==> config.mk <==
export PLATFORM = sky130hd
export DESIGN_NAME = seg_pair_decoder
export DESIGN_NICKNAME = d
export VERILOG_FILES = /design/src/rtl/seg_pair_decoder.sv
export SDC_FILE = /design/constraint.sdc
export NUM_CORES = 1
export LEC_CHECK = 0
export ABC_AREA = 0
export BUFFER_PORTS_ARGS = -buffer_cell sky130_fd_sc_hd__buf_2
export CAP_MARGIN = 10
export CORE_UTILIZATION = 45
export DETAILED_ROUTE_END_ITERATION = 6
export GPL_ROUTABILITY_DRIVEN = 0
export PLACE_DENSITY_LB_ADDON = 0.12
export SYNTH_ARGS = -nofsm -noshare
export SYNTH_HDL_FRONTEND = slang
export SYNTH_SLANG_ARGS = --single-unit
export TNS_END_PERCENT = 1
==> constraint.sdc <==
create_clock -name clk -period 8.4 [get_ports clk]
set_input_delay 1.26 -clock clk [delete_from_list [all_inputs] [get_ports clk]]
set_output_delay 1.26 -clock clk [all_outputs]
set_load 0.02 [all_outputs]
==> src/rtl/seg_pair_decoder.sv <==
// Reassembles scanned sign/magnitude seven-segment digits into frames, waits for
// STABLE_CNT identical frames in a row, then hands the decoded value out once.
`timescale 1ns/1ps
module seg_pair_decoder #(
   parameter int unsigned STABLE_CNT = 2
) (
   input  logic       clk,
   input  logic       rst_n,
   input  logic       seg_valid,
   output logic       seg_ready,
   input  logic [7:0] seg_data,
   input  logic       seg_pos,
   output logic       out_valid,
   input  logic       out_ready,
   output logic [3:0] num,
   output logic       err,
   output logic [7:0] err_cnt
);

   typedef enum logic {COLLECT = 1'b0, EMIT = 1'b1} state_t;

   localparam logic [3:0] STABLE_MAX = 4'(STABLE_CNT);

   state_t      state_q, state_d;
   logic        have_mag_q, have_mag_d;
   logic        have_sign_q, have_sign_d;
   logic [7:0]  mag_pat_q, mag_pat_d;
   logic [7:0]  sign_pat_q, sign_pat_d;
   logic [3:0]  stable_cnt_q, stable_cnt_d;
   logic [15:0] last_pair_q, last_pair_d;
   logic [3:0]  num_q, num_d;
   logic        err_q, err_d;
   logic [7:0]  err_cnt_q, err_cnt_d;
   logic [15:0] pair;
   logic [4:0]  dec;
   logic        xfer;

   // Returns {err, num}; every bit of both patterns must match, so a lit dp is illegal.
   function automatic logic [4:0] decode(input logic [15:0] p);
      logic [3:0] mag;
      logic [3:0] neg;
      logic       mag_ok;
      mag_ok = 1'b1;
      mag    = 4'd0;
      case (p[7:0])
         8'h03: mag = 4'd0;
         8'h9F: mag = 4'd1;
         8'h25: mag = 4'd2;
         8'h0D: mag = 4'd3;
         8'h99: mag = 4'd4;
         8'h49: mag = 4'd5;
         8'h41: mag = 4'd6;
         8'h1F: mag = 4'd7;
         8'h01: mag = 4'd8;
         8'h09: mag = 4'd9;
         default: mag_ok = 1'b0;
      endcase
      neg = ~mag + 4'd1;
      if (mag_ok && p[15:8] == 8'hFF && mag <= 4'd7)
         decode = {1'b0, mag};
      else if (mag_ok && p[15:8] == 8'hFD && mag >= 4'd1 && mag <= 4'd8)
         decode = {1'b0, neg};
      else
         decode = 5'b1_0000;
   endfunction

   always_comb begin
      state_d      = state_q;
      have_mag_d   = have_mag_q;
      have_sign_d  = have_sign_q;
      mag_pat_d    = mag_pat_q;
      sign_pat_d   = sign_pat_q;
      stable_cnt_d = stable_cnt_q;
      last_pair_d  = last_pair_q;
      num_d        = num_q;
      err_d        = err_q;
      err_cnt_d    = err_cnt_q;
      seg_ready    = (state_q == COLLECT);
      out_valid    = (state_q == EMIT);
      xfer         = seg_valid && seg_ready;

      if (xfer) begin
         if (seg_pos) begin
            sign_pat_d  = seg_data;
            have_sign_d = 1'b1;
         end else begin
            mag_pat_d  = seg_data;
            have_mag_d = 1'b1;
         end
      end

      pair = {sign_pat_d, mag_pat_d};
      dec  = decode(pair);

      if (xfer && have_mag_d && have_sign_d) begin
         have_mag_d  = 1'b0;
         have_sign_d = 1'b0;
         if (pair == last_pair_q) begin
            if (stable_cnt_q != STABLE_MAX)
               stable_cnt_d = stable_cnt_q + 4'd1;
         end else begin
            last_pair_d  = pair;
            stable_cnt_d = 4'd1;
         end
         // Emit only on the frame that reaches the threshold, not on later repeats.
         if (stable_cnt_d == STABLE_MAX && !(pair == last_pair_q && stable_cnt_q == STABLE_MAX)) begin
            num_d   = dec[3:0];
            err_d   = dec[4];
            state_d = EMIT;
         end
      end

      if (state_q == EMIT && out_ready) begin
         state_d = COLLECT;
         if (err_q && err_cnt_q != 8'hFF)
            err_cnt_d = err_cnt_q + 8'd1;
      end
   end

   always_ff @(posedge clk or negedge rst_n) begin
      if (!rst_n) begin
         state_q      <= COLLECT;
         have_mag_q   <= 1'b0;
         have_sign_q  <= 1'b0;
         mag_pat_q    <= 8'h00;
         sign_pat_q   <= 8'h00;
         stable_cnt_q <= 4'd0;
         last_pair_q  <= 16'h0000;
         num_q        <= 4'd0;
         err_q        <= 1'b0;
         err_cnt_q    <= 8'd0;
      end else begin
         state_q      <= state_d;
         have_mag_q   <= have_mag_d;
         have_sign_q  <= have_sign_d;
         mag_pat_q    <= mag_pat_d;
         sign_pat_q   <= sign_pat_d;
         stable_cnt_q <= stable_cnt_d;
         last_pair_q  <= last_pair_d;
         num_q        <= num_d;
         err_q        <= err_d;
         err_cnt_q    <= err_cnt_d;
      end
   end

   assign num     = num_q;
   assign err     = err_q;
   assign err_cnt = err_cnt_q;

endmodule

# Word-level counts from Yosys, hierarchy flattened
# Index checks and enable logic that the tools add are counted.
# totals
register_bits	52
input_bits	13
output_inout_bits	15
wordCells	76
# op_classes
add_sub_neg	3
order_cmp	3
n_eq_ne	17
mux	20
bitwise_logic	3
n_reduce_logical	20
# op_table
operator	count
case mux 4 bit (9 select lines)	1
== test 8 bit, second input constant	4
2-to-1 mux 8 bit	4
== test 16 bit	1
== test 8 x 4 -> 1 bit, second input constant	2
== test 8 x 7 -> 1 bit, second input constant	2
logical AND 1 bit	12
2-to-1 mux 4 bit	3
2-to-1 mux 1 bit	10
2-to-1 mux 5 bit	2
OR reduction 10 bit	1
adder 4 x 1 -> 4 bit, second input constant	2
adder 8 x 1 -> 8 bit, second input constant	1
== test 4 x 2 -> 1 bit, second input constant	2
== test 8 x 1 -> 1 bit, second input constant	1
== test 8 x 2 -> 1 bit, second input constant	1
== test 8 x 5 -> 1 bit, second input constant	1
== test 8 x 6 -> 1 bit, second input constant	1
!= test 8 bit, second input constant	1
AND reduction 2 bit	4
greater-or-equal comparator 4 x 1 -> 1 bit, second input constant	1
<= comparator 4 x 3 -> 1 bit, second input constant	1
<= comparator 4 bit, second input constant	1
!= test 4 x 2 -> 1 bit, second input constant	1
other kinds (4)	6

# Depth between registers and ports, before layout
# Gate-level depths: netlist of run 1.
# logic_depth
ltp_word	11
ltp_mapped	14
ltp_nobuf	12

# Worst setup path after synthesis of run 1
# OpenSTA, ideal clock, no wires.
# synth_timing
kind	in2reg
startpoint	input port seg_pos
endpoint	register num_q[0] (netlist: num[0])
arrival_time_ns	3.660
t_required_ns	8.334
slack_ns	4.674
path_stages	12
path_buffers	2
cell_sequence	buf_6 > or3b_1 > buf_6 > and3_2 > a22o_1 > o21ai_0 > and2_1 > ha_1 > nand4_1 > mux2_4 > a211oi_2 > mux2_1
# synth_between
elab_chain_len	10
word_cells_on_any_way	45
# synth_lines
item	line_no	rtl
from (decl)	12	input logic seg_pos,
parallel branches: the longest is 10 deep, another holds greater-or-equal comparator 4 x 1 -> 1 bit	n/a	
to (signal assigned)	140	num_q <= num_d;
to (decl)	31	logic [3:0] num_q, num_d;
# Several ways; the timed one is not identified. The select of a mux whose other input is x is not followed.
# A chain may end at the register's enable or synchronous reset.

# Final worst setup path of run 1
# Ends and elaborated chain as after synthesis.

==> results of run 1 <==
flip-flops by register name (all words and copies together), names as in the netlist:
name          cells
err               1
stable_cnt_q      4
err_cnt           8
have_sign_q       1
have_mag_q        1
num               4
last_pair_q      16
sign_pat_q        8
out_valid         1
mag_pat_q         8
cell families after synthesis:
logic type / Yosys count
and+or+nand+nor: 125
xor gates and xnor gates: 19
DFF: 52
adders and majority gates: 5
buffers and inverters: 40
muxes: 24
AOI/OAI and AO/OA: 75
metal layers:
metal / vias up / global-route usage, %
li1: 1270 / -
met2: 82 / 33.6
met3: 15 / 3.20
met1: 1263 / 32.7
met4: 0 / 9.24
met5: - / 0
how the worst max path moves through the flow:
| stage | slack [ps] | startpoint | cells after the start | to |
|---|---|---|---|---|
| floorplan | 4670 | seg_pos | 12 | num[0] |
| global placement | 4090 | seg_pos | 11 | num[0] |
| detailed placement | 3960 | seg_pos | 8 | num[0] |
| CTS | 4310 | seg_pos | 8 | num[1] |
| global route | 4060 | seg_pos | 8 | num[1] |
| finish | 4350 | seg_pos | 8 | num[0] |
placed cells by master (no fill, tap or decap), types with 2 or more instances in the layout:
| master | instances |
|---|---|
| dfrtp_1 | 52 |
| nand2_1 | 32 |
| buf_2 | 27 |
| inv_1 | 23 |
| o21ai_0 | 19 |
| nor3_1 | 13 |
| a21oi_1 | 13 |
| nor2_1 | 11 |
| nand4_1 | 11 |
| xnor2_1 | 11 |
| nor2b_1 | 10 |
| mux2i_1 | 9 |
| xor2_1 | 8 |
| nand2b_1 | 7 |
| mux2_1 | 7 |
| nand3_1 | 6 |
| mux2_2 | 6 |
| ha_1 | 5 |
| clkbuf_8 | 5 |
| and4_1 | 4 |
| a31oi_1 | 4 |
| nor4_1 | 3 |
| and3_2 | 2 |
| a22o_1 | 2 |
| nand4b_1 | 2 |
| o22ai_1 | 2 |
| and2_1 | 2 |
| or4_1 | 2 |
| o31ai_1 | 2 |
| a2111oi_4 | 2 |
| a221o_1 | 2 |
| a21boi_0 | 2 |
| or2_2 | 2 |
| or3_1 | 2 |
| or3b_2 | 2 |
| a311o_1 | 2 |
| and3_1 | 2 |
| o211ai_1 | 2 |
| clkinvlp_4 | 2 |
layout make-up:
cell class	instances	area share [%]
sequential	52	36.6
clock inverter	3	0.740
timing repair buffer	28	4.02
multi-input combinational	248	50.8
clock buffer	5	1.94
tap	96	3.38
inverter	23	2.43
metrics by stage:
| stage | total power, W | utilization [%] | setup slack, ps | area, um2 |
|---|---|---|---|---|
| after floorplan | 0.000466 | - | 4670 | 3300 |
| after global placement | 0.000512 | 49.8 | 4090 | 3460 |
| after detailed placement | 0.000515 | 49.8 | 3960 | 3460 |
| after CTS | 0.000669 | 51.1 | 4310 | 3550 |
| after global routing | 0.000707 | 51.1 | 4060 | 3550 |
| final | 0.000663 | 51.1 | 4350 | 3550 |
power breakdown:
group / internal [W] / switching, W / total [W] / leakage, nW
combinational: 0.0000771 / 0.0000964 / 0.000173 / 0.879
clock: 0.0000608 / 0.0000913 / 0.000152 / 0.0423
sequential: 0.000290 / 0.0000472 / 0.000337 / 0.650
==> results_dict.tcl, run 1 <==
set metrics [dict create \
    drtIter0Drc 184 \
    hold_ws_ps 491 \
    postCtsHoldBufs 0 \
    crit_family "simple AND/OR/NAND/NOR gates" \
    synth_xor_area_share_pct 5.04 \
    r2r_cells 7 \
    rrSetupSlack_ps 4960 \
    final_cells 455 \
    vias 2630 \
    cts_tree "done" \
    netlist_area_um2 3300 \
    dr_wl_met2_um 3560 \
    area_growth_pct 7.46 \
    run_status "finished clean" \
    finalCritPeriodShare_pct 48.3 \
    grt_max_degree 53 \
    die_h_um 87.7 \
    antennaDiodeCount 0 \
    crit_path_top_delay_cell "nor3b_2" \
    grt_pass1_wl_um 13000 \
    clkTransAtPathRegs_ps 100 \
    ys_seq_area_share_pct 39.4 \
    vias_per_cell 5.78 \
    yosysWarningCount 0 \
    max_cap_viol_count 0 \
    p_per_area_nw_per_um2 187 \
    yosys-top-cells-area "dfrtp_1, nand2_1, xnor2_1" \
    syn_nets 358 \
    min_to "num[2]" \
    setup_violations 0 \
    cp.arrival_ps 4260 \
    cts-root-buf "clkbuf_8" \
    hp-class "reg -> reg" \
    r2r_start "out_valid" \
    critPathBufInv 1 \
    synth_edf_count 0 \
    topRoutingLayerUsed "met4" \
    synth_top_area_cell "dfrtp_1" \
    ios 28 \
    antenna_left 0 \
    finalMaxSlewViolations 0 \
    crit_fanout 16 \
    ys_ff_latch 52 \
    synth.most_common_cell "dfrtp_1" \
    clk_latency_ps 310 \
    syn_avg_cell_area_um2 9.72 \
    nets 376 \
    synth_commonest_cells "dfrtp_1, nand2_1, inv_1" \
    grt-ovfl-total 0 \
    ctsLongestPathBuffers 2 \
    cp_data_required_time_ps 8600 \
    start_util_pct 47.6 \
    finalSetupTns_ps 0 \
    synth_compound_area_share_pct 18.0 \
    wl_per_cell_um 17.4 \
    drtPass1Iterations 4 \
    place_hpwl_um 5780 \
    std_cell_rows 30 \
    reg2reg_to "num[0]" \
    placed_cells 447 \
    htree_num_levels 2 \
    met3_length_um 367 \
    port_buffers 27 \
    cts_buffers 5 \
    cp_cell_sequence "buf_2 -> nor3b_2 -> mux2i_1 -> xnor2_1 -> a2111oi_2 -> and4_1 -> nand4_4 -> mux2_1" \
    grt_usage_pct 22.5 \
    grt_pass1_vias 2499 \
    fmax_mhz 247 \
    synth_top_family_by_area "simple AND/OR/NAND/NOR gates" \
    worst_pin_slew_ps 1050 \
    hp-start "num[2]" \
    post_cts_buffers 0 \
    syn_inst 340 \
    synth-simple-area-share_pct 21.7 \
    cts_repair_resize_count 0 \
    synthMuxAreaShare_pct 8.03 \
    synth_top_area_share_pct 39.4 \
    synth.distinct_cells 78 \
    cts.sinks 52 \
    core_um2 6940 \
    final-hold-violation-count 0 \
    post-route-min-period_ps 4050 \
    worst_setup_path_end_kind "flip-flop" \
    wl_met1_um 3780 \
    dieArea_um2 7690 \
    wirelength_um 7930 \
    fillCellCount 676 \
    seq_area_um2 1300 \
    multi_input_area_um2 1810 \
    crit_type "in -> reg" \
    hold_depth 1 \
    ir_drop_uv 89.0 \
    dieWidth_um 87.7 \
    grt_setup_unrepaired "false" \
    critPathLaunchType "primary input" \
    max_stage_delay_ps 870 \
    grt_antenna_before_repair 0 \
    ys.flop_type "dfrtp_1" \
    drive_gt1_share_pct 18.1 \
    leakagePower_nw 1.57 \
    drt_drc_violations_left 0 \
    synthArstFlopShare_pct 100 \
    synthAdderAreaFrac_pct 1.89 \
    finalClockSkew_ps 4.05 \
    max-slew-margin-rel_pct 29.8 \
]
Power figures use the tool's default switching activity.
==> inputs of run 2 (changes only) <==
clock period = 4 ns   (was 8.4 ns; I/O delays follow)
==> run 2 against run 1 <==
Against the previous run: worst setup slack worse by 3600 ps; non-clock buffer count up 4; total power up 120%; critical endpoint unchanged; sequential cell count unchanged; design area up 1.4%; critical path depth up 3; register-to-register slack worse by 4200 ps; cell count up 0.88%; count of clock-buffer cells in the layout unchanged; worst hold slack worse by 180 ps; clock skew up 10 ps; sequential share of layout area down 0.51 points.
==> results_dict.tcl, run 2 (same netlist as run 1, synthesis figures left out) <==
set metrics [dict create \
    run_status "finished clean" \
    crit_type "reg -> reg" \
    antenna_left 0 \
    finalSetupTns_ps 0 \
    clk_latency_ps 320 \
    clkTransAtPathRegs_ps 110 \
    critPathBufInv 2 \
    drt_drc_violations_left 0 \
    largest-register "last_pair_q" \
    place_hpwl_um 6020 \
    nets 380 \
    antennaDiodeCount 0 \
    fmax_mhz 307 \
    final-hold-violation-count 0 \
    htree_num_levels 2 \
    setup_violations 0 \
    finalClockSkew_ps 14.2 \
    wl_met1_um 3980 \
    r2r_start "out_valid" \
    hp-class "in -> async" \
    crit_path_top_delay_cell "or3b_1" \
    wirelength_um 8160 \
    post-route-util_pct 51.9 \
    cts_buffers 5 \
    grt_antenna_before_repair 0 \
    grt_setup_unrepaired "false" \
    cp_cell_sequence "or3b_1 -> buf_4 -> mux2i_2 -> inv_1 -> o21ai_0 -> and2_1 -> ha_1 -> nand4_1 -> mux2_4 -> a211oi_2 -> mux2_1" \
    wl_per_cell_um 17.8 \
    critPathLaunchType "flip-flop" \
    p_per_area_nw_per_um2 405 \
    crit_fanout 13 \
    r2r_cells 11 \
    drtPass1Iterations 4 \
    dieArea_um2 7690 \
    max-slew-margin-rel_pct 54.4 \
    start_util_pct 47.6 \
    finalCritPeriodShare_pct 81.5 \
    port_buffers 27 \
    cts.sinks 52 \
    fillCellCount 653 \
    max_stage_delay_ps 580 \
    topRoutingLayerUsed "met4" \
    largest_reg_flops 16 \
    leakagePower_nw 1.60 \
    postCtsHoldBufs 0 \
    post_cts_buffers 0 \
    cts_repair_resize_count 0 \
    core_um2 6940 \
    reg2reg_to "num[0]" \
    std_cell_rows 30 \
    finalMaxSlewViolations 0 \
    crit_family "simple AND/OR/NAND/NOR gates" \
    area_growth_pct 8.97 \
    drive_gt1_share_pct 19.0 \
    worst_setup_path_end_kind "flip-flop" \
    dr_wl_met2_um 3620 \
    met3_length_um 334 \
    post-route-min-period_ps 3260 \
    vias 2664 \
    final_common_cell "dfrtp_1" \
    dieWidth_um 87.7 \
    final_cell_mix "dfrtp_1, nand2_1, buf_2" \
    max_cap_viol_count 0 \
    cp.arrival_ps 3510 \
    dp_slack_ps 476 \
    grt_usage_pct 23.5 \
    vias_per_cell 5.80 \
    die_h_um 87.7 \
    grt-ovfl-total 0 \
    ir_drop_uv 160 \
    grt_max_degree 29 \
    ctsLongestPathBuffers 2 \
    fin_ws_ps 739 \
    cts_tree "done" \
    cts-root-buf "clkbuf_8" \
    grt_pass1_wl_um 13600 \
    ios 28 \
    cp_data_required_time_ps 4250 \
    worst_pin_slew_ps 684 \
    grt_pass1_vias 2597 \
    drtIter0Drc 168 \
    rrSetupSlack_ps 740 \
]
[run 2: changes by cell type in the layout (fill, tap and decap cells not counted)]
| cell | delta |
|---|---|
| inv_6 | +1 |
| buf_4 | +4 |
| bufinv_16 | +1 |
| clkinvlp_4 | -1 |
| inv_8 | -1 |
[run 2: final cells by class]
| cell class | count | area [um2] | area share (%) |
|---|---|---|---|
| tap | 96 | 120 | 3.34 |
| sequential | 52 | 1300 | 36.1 |
| multi-input combinational | 248 | 1810 | 50.1 |
| clock buffer | 5 | 68.8 | 1.91 |
| inverter | 23 | 86.3 | 2.40 |
| clock inverter | 3 | 46.3 | 1.29 |
| timing repair buffer | 32 | 173 | 4.80 |
[run 2: per-stage QoR]
step / cells / hold slack [ps] / instance area (um2) / power, W
2_1_floorplan: 340 / 304 / 3300 / 0.000980
3_3_place_gp: 451 / 469 / 3490 / 0.00108
3_5_place_dp: 451 / 476 / 3490 / 0.00109
4_1_cts: 459 / 340 / 3600 / 0.00146
5_1_grt: 459 / 367 / 3600 / 0.00154
6_report: 459 / 310 / 3600 / 0.00146
[run 2: how the worst max path moves through the flow]
stage,endpoint,cells past startpoint,start,slack [ps]
after floorplan,num[0],12,seg_pos,930
after global placement,num[0],11,seg_pos,600
after detailed placement,num[0],12,seg_pos,480
after CTS,num[0],11,out_valid,750
after global routing,num[0],11,out_valid,550
final,num[0],11,out_valid,740
[run 2: per-layer routing]
metal  vias up  GRT usage, %
li1       1279             -
met1      1309          33.7
met2        59          35.9
met3        17          3.58
met4         0          8.49
met5         -             0
[run 2: where the power goes]
| group | switching (W) | internal (W) | total (W) | leakage (nW) |
|---|---|---|---|---|
| sequential | 0.0000974 | 0.000609 | 0.000706 | 0.650 |
| combinational | 0.000208 | 0.000164 | 0.000372 | 0.898 |
| clock | 0.000189 | 0.000189 | 0.000378 | 0.0548 |
==> inputs of run 3 (changes only) <==
ABC_AREA = 1   (was 0)
clock period = 3.3 ns   (was 4 ns; I/O delays follow)
==> run 3 against run 2 <==
Against the previous run: worst hold slack worse by 160 ps; combinational power up 56%; critical path type unchanged; critical path depth up 7; register-to-register slack worse by 200 ps; largest cell class unchanged.
==> results_dict.tcl, run 3 <==
set metrics [dict create \
    p_clk_share_pct 20.3 \
    place_area_um2 3300 \
    largest_reg_flops 16 \
    path_common_cell "nand2_1" \
    switching_share_pct 37.2 \
    worst_setup_path_end_kind "flip-flop" \
    cts_repair_resize_count 0 \
    drive_gt1_share_pct 14.4 \
    cts.sinks 52 \
    setup_violations 0 \
    antenna_left 0 \
    drtPass1Iterations 4 \
    largest-register "last_pair_q" \
    fin_ws_ps 537 \
    finalMaxSlewViolations 0 \
    wl_per_cell_um 12.3 \
    nets 482 \
    drtIter0Drc 160 \
    crit_type "reg -> reg" \
    combPwrFrac_pct 31.7 \
    seq_power_share_pct 47.9 \
    cts_buffers 5 \
    cp_data_required_time_ps 3550 \
    synth_edf_count 0 \
    dieArea_um2 7260 \
    grt_pass1_wl_um 11700 \
    std_cell_rows 29 \
    grt-ovfl-total 0 \
    post-route-min-period_ps 2760 \
    hp-class "in -> async" \
    final_common_cell "nand2_1" \
    cp_cell_sequence "inv_2 -> nand3_1 -> nand2_1 -> nand2_1 -> nand2_1 -> nor2_1 -> nand2_1 -> nand2_1 -> nor3b_1 -> nand2_1 -> inv_1 -> ha_1 -> nand3_1 -> nand2_1 -> nand2_1 -> o21ai_1 -> nand3_1 -> nand2_1" \
    cts_tree "done" \
    synth_top_area_cell "dfrtp_1" \
    finalCritPeriodShare_pct 83.7 \
    post-route-util_pct 51.8 \
    ys_seq_area_share_pct 41.8 \
    htree_num_levels 2 \
    critPathLaunchType "flip-flop" \
    antennaDiodeCount 0 \
    postCtsHoldBufs 0 \
    run_status "finished clean" \
    ys_ff_latch 52 \
    netlist_area_um2 3120 \
    clkTransAtPathRegs_ps 100 \
    cp.arrival_ps 3020 \
    grt_setup_unrepaired "false" \
    rrSetupSlack_ps 540 \
    ios 28 \
    syn_nets 453 \
    finalClockSkew_ps 18.0 \
    synth_top_area_share_pct 41.8 \
    max-slew-margin-rel_pct 50.9 \
    port_buffers 27 \
    finalSetupTns_ps 0 \
    ys.flop_type "dfrtp_1" \
    synth.distinct_cells 36 \
    synth.most_common_cell "nand2_1" \
    worst_pin_slew_ps 726 \
    vias 2693 \
    start_util_pct 47.7 \
    synth_commonest_cells "nand2_1, dfrtp_1, inv_1" \
    grt_pass1_vias 2545 \
    leakagePower_nw 1.90 \
    synthArstFlopShare_pct 100 \
    dp_slack_ps 264 \
    yosysWarningCount 0 \
    crit_path_top_delay_cell "dfrtp_1" \
    grt_antenna_before_repair 0 \
    wirelength_um 6690 \
    final-hold-violation-count 0 \
    ctsLongestPathBuffers 2 \
    ir_drop_uv 234 \
    p_switching_w 0.000680 \
    max_cap_viol_count 0 \
    vias_per_cell 4.97 \
    core_um2 6530 \
    max_stage_delay_ps 450 \
    syn_avg_cell_area_um2 7.16 \
    die_h_um 85.2 \
    cts-root-buf "clkbuf_8" \
    grt_max_degree 31 \
    area_growth_pct 8.67 \
    place_hpwl_um 5100 \
    p_per_area_nw_per_um2 540 \
    final_cell_mix "nand2_1, dfrtp_1, inv_1" \
    fmax_mhz 362 \
    power.internal_w 0.00115 \
    grt_usage_pct 20.5 \
    drt_drc_violations_left 0 \
    fin_area_um2 3390 \
    yosys-top-cells-area "dfrtp_1, nand2_1, inv_1" \
    post_cts_buffers 0 \
    clk_latency_ps 310 \
    syn_inst 435 \
    dieWidth_um 85.2 \
    crit_fanout 11 \
]
run 3: cell types whose count changed after synthesis, moves of 15 or more:
cell | before | now
o21ai_1 | 0 | 20
nor2_1 | 11 | 42
nand2_1 | 32 | 165
nand3_1 | 6 | 26
inv_1 | 23 | 47
o21ai_0 | 19 | 4
run 3: worst max-delay path, delay by kind of cell (launching register included):
kind / cells / cell delay, ps
simple gates: 14 / 1660
flops: 1 / 450
fa+ha+maj: 1 / 170
compound gates: 1 / 200
buf+inv: 2 / 210
run 3: area by class of cell:
class	count	area, um2
Fill cell	648	3150
Multi-Input combinational cell	319	1530
Sequential cell	52	1300
Inverter	56	213
Timing Repair Buffer	30	158
Tap cell	77	96.3
Clock buffer	6	72.6
Clock inverter	2	16.3
run 3: per-layer routing:
metal	global-route usage (%)	vias to the layer above	share of wire, %
li1	-	1407	-
met4	5.55	0	0.97
met1	29.6	1232	52
met5	0	-	0
met2	32.5	49	44
met3	2.92	5	3.3
run 3: power by group through the flow:
stage / combinational [W] / clock [W] / sequential [W]
2_1_floorplan: 0.000469 / 0 / 0.000867
3_3_place_gp: 0.000575 / 0 / 0.000883
3_5_place_dp: 0.000581 / 0 / 0.000886
4_1_cts: 0.000586 / 0.000382 / 0.000875
5_1_grt: 0.000681 / 0.000406 / 0.000897
6_report: 0.000580 / 0.000372 / 0.000876
run 3: kinds of logic (layout without fill, tap and decap cells):
group	Yosys count	after routing	share of synthesized area [%]
AND/OR/NAND/NOR	258	258	35.1
buffers and inverters	64	94	9.16
flip-flops	52	52	41.8
AO/OA/AOI/OAI	38	38	6.79
XOR/XNOR	17	17	4.78
adder cells (fa/ha/maj)	5	5	2.01
multiplexers	1	1	0.361
run 3: path summary, 6_finish.rpt:
| kind | depth (start not counted) | to | start |
|---|---|---|---|
| worst max-delay path | 18 | num[2] | out_valid |
| worst min-delay path | 1 | last_pair_q[11] | rst_n |
| worst max register to register | 18 | num[2] | out_valid |
| worst min register to register | 2 | num[2] | num[2] |
| max in group asynchronous | 2 | sign_pat_q[7] | rst_n |
| min in group clk | 4 | out_valid | out_ready |
run 3: through the flow:
stage	hold slack [ps]	std cells	power (W)
after floorplan	199	435	0.00134
after global placement	463	534	0.00146
after detailed placement	464	534	0.00147
after CTS	165	542	0.00184
after global routing	191	542	0.00198
final	146	542	0.00183
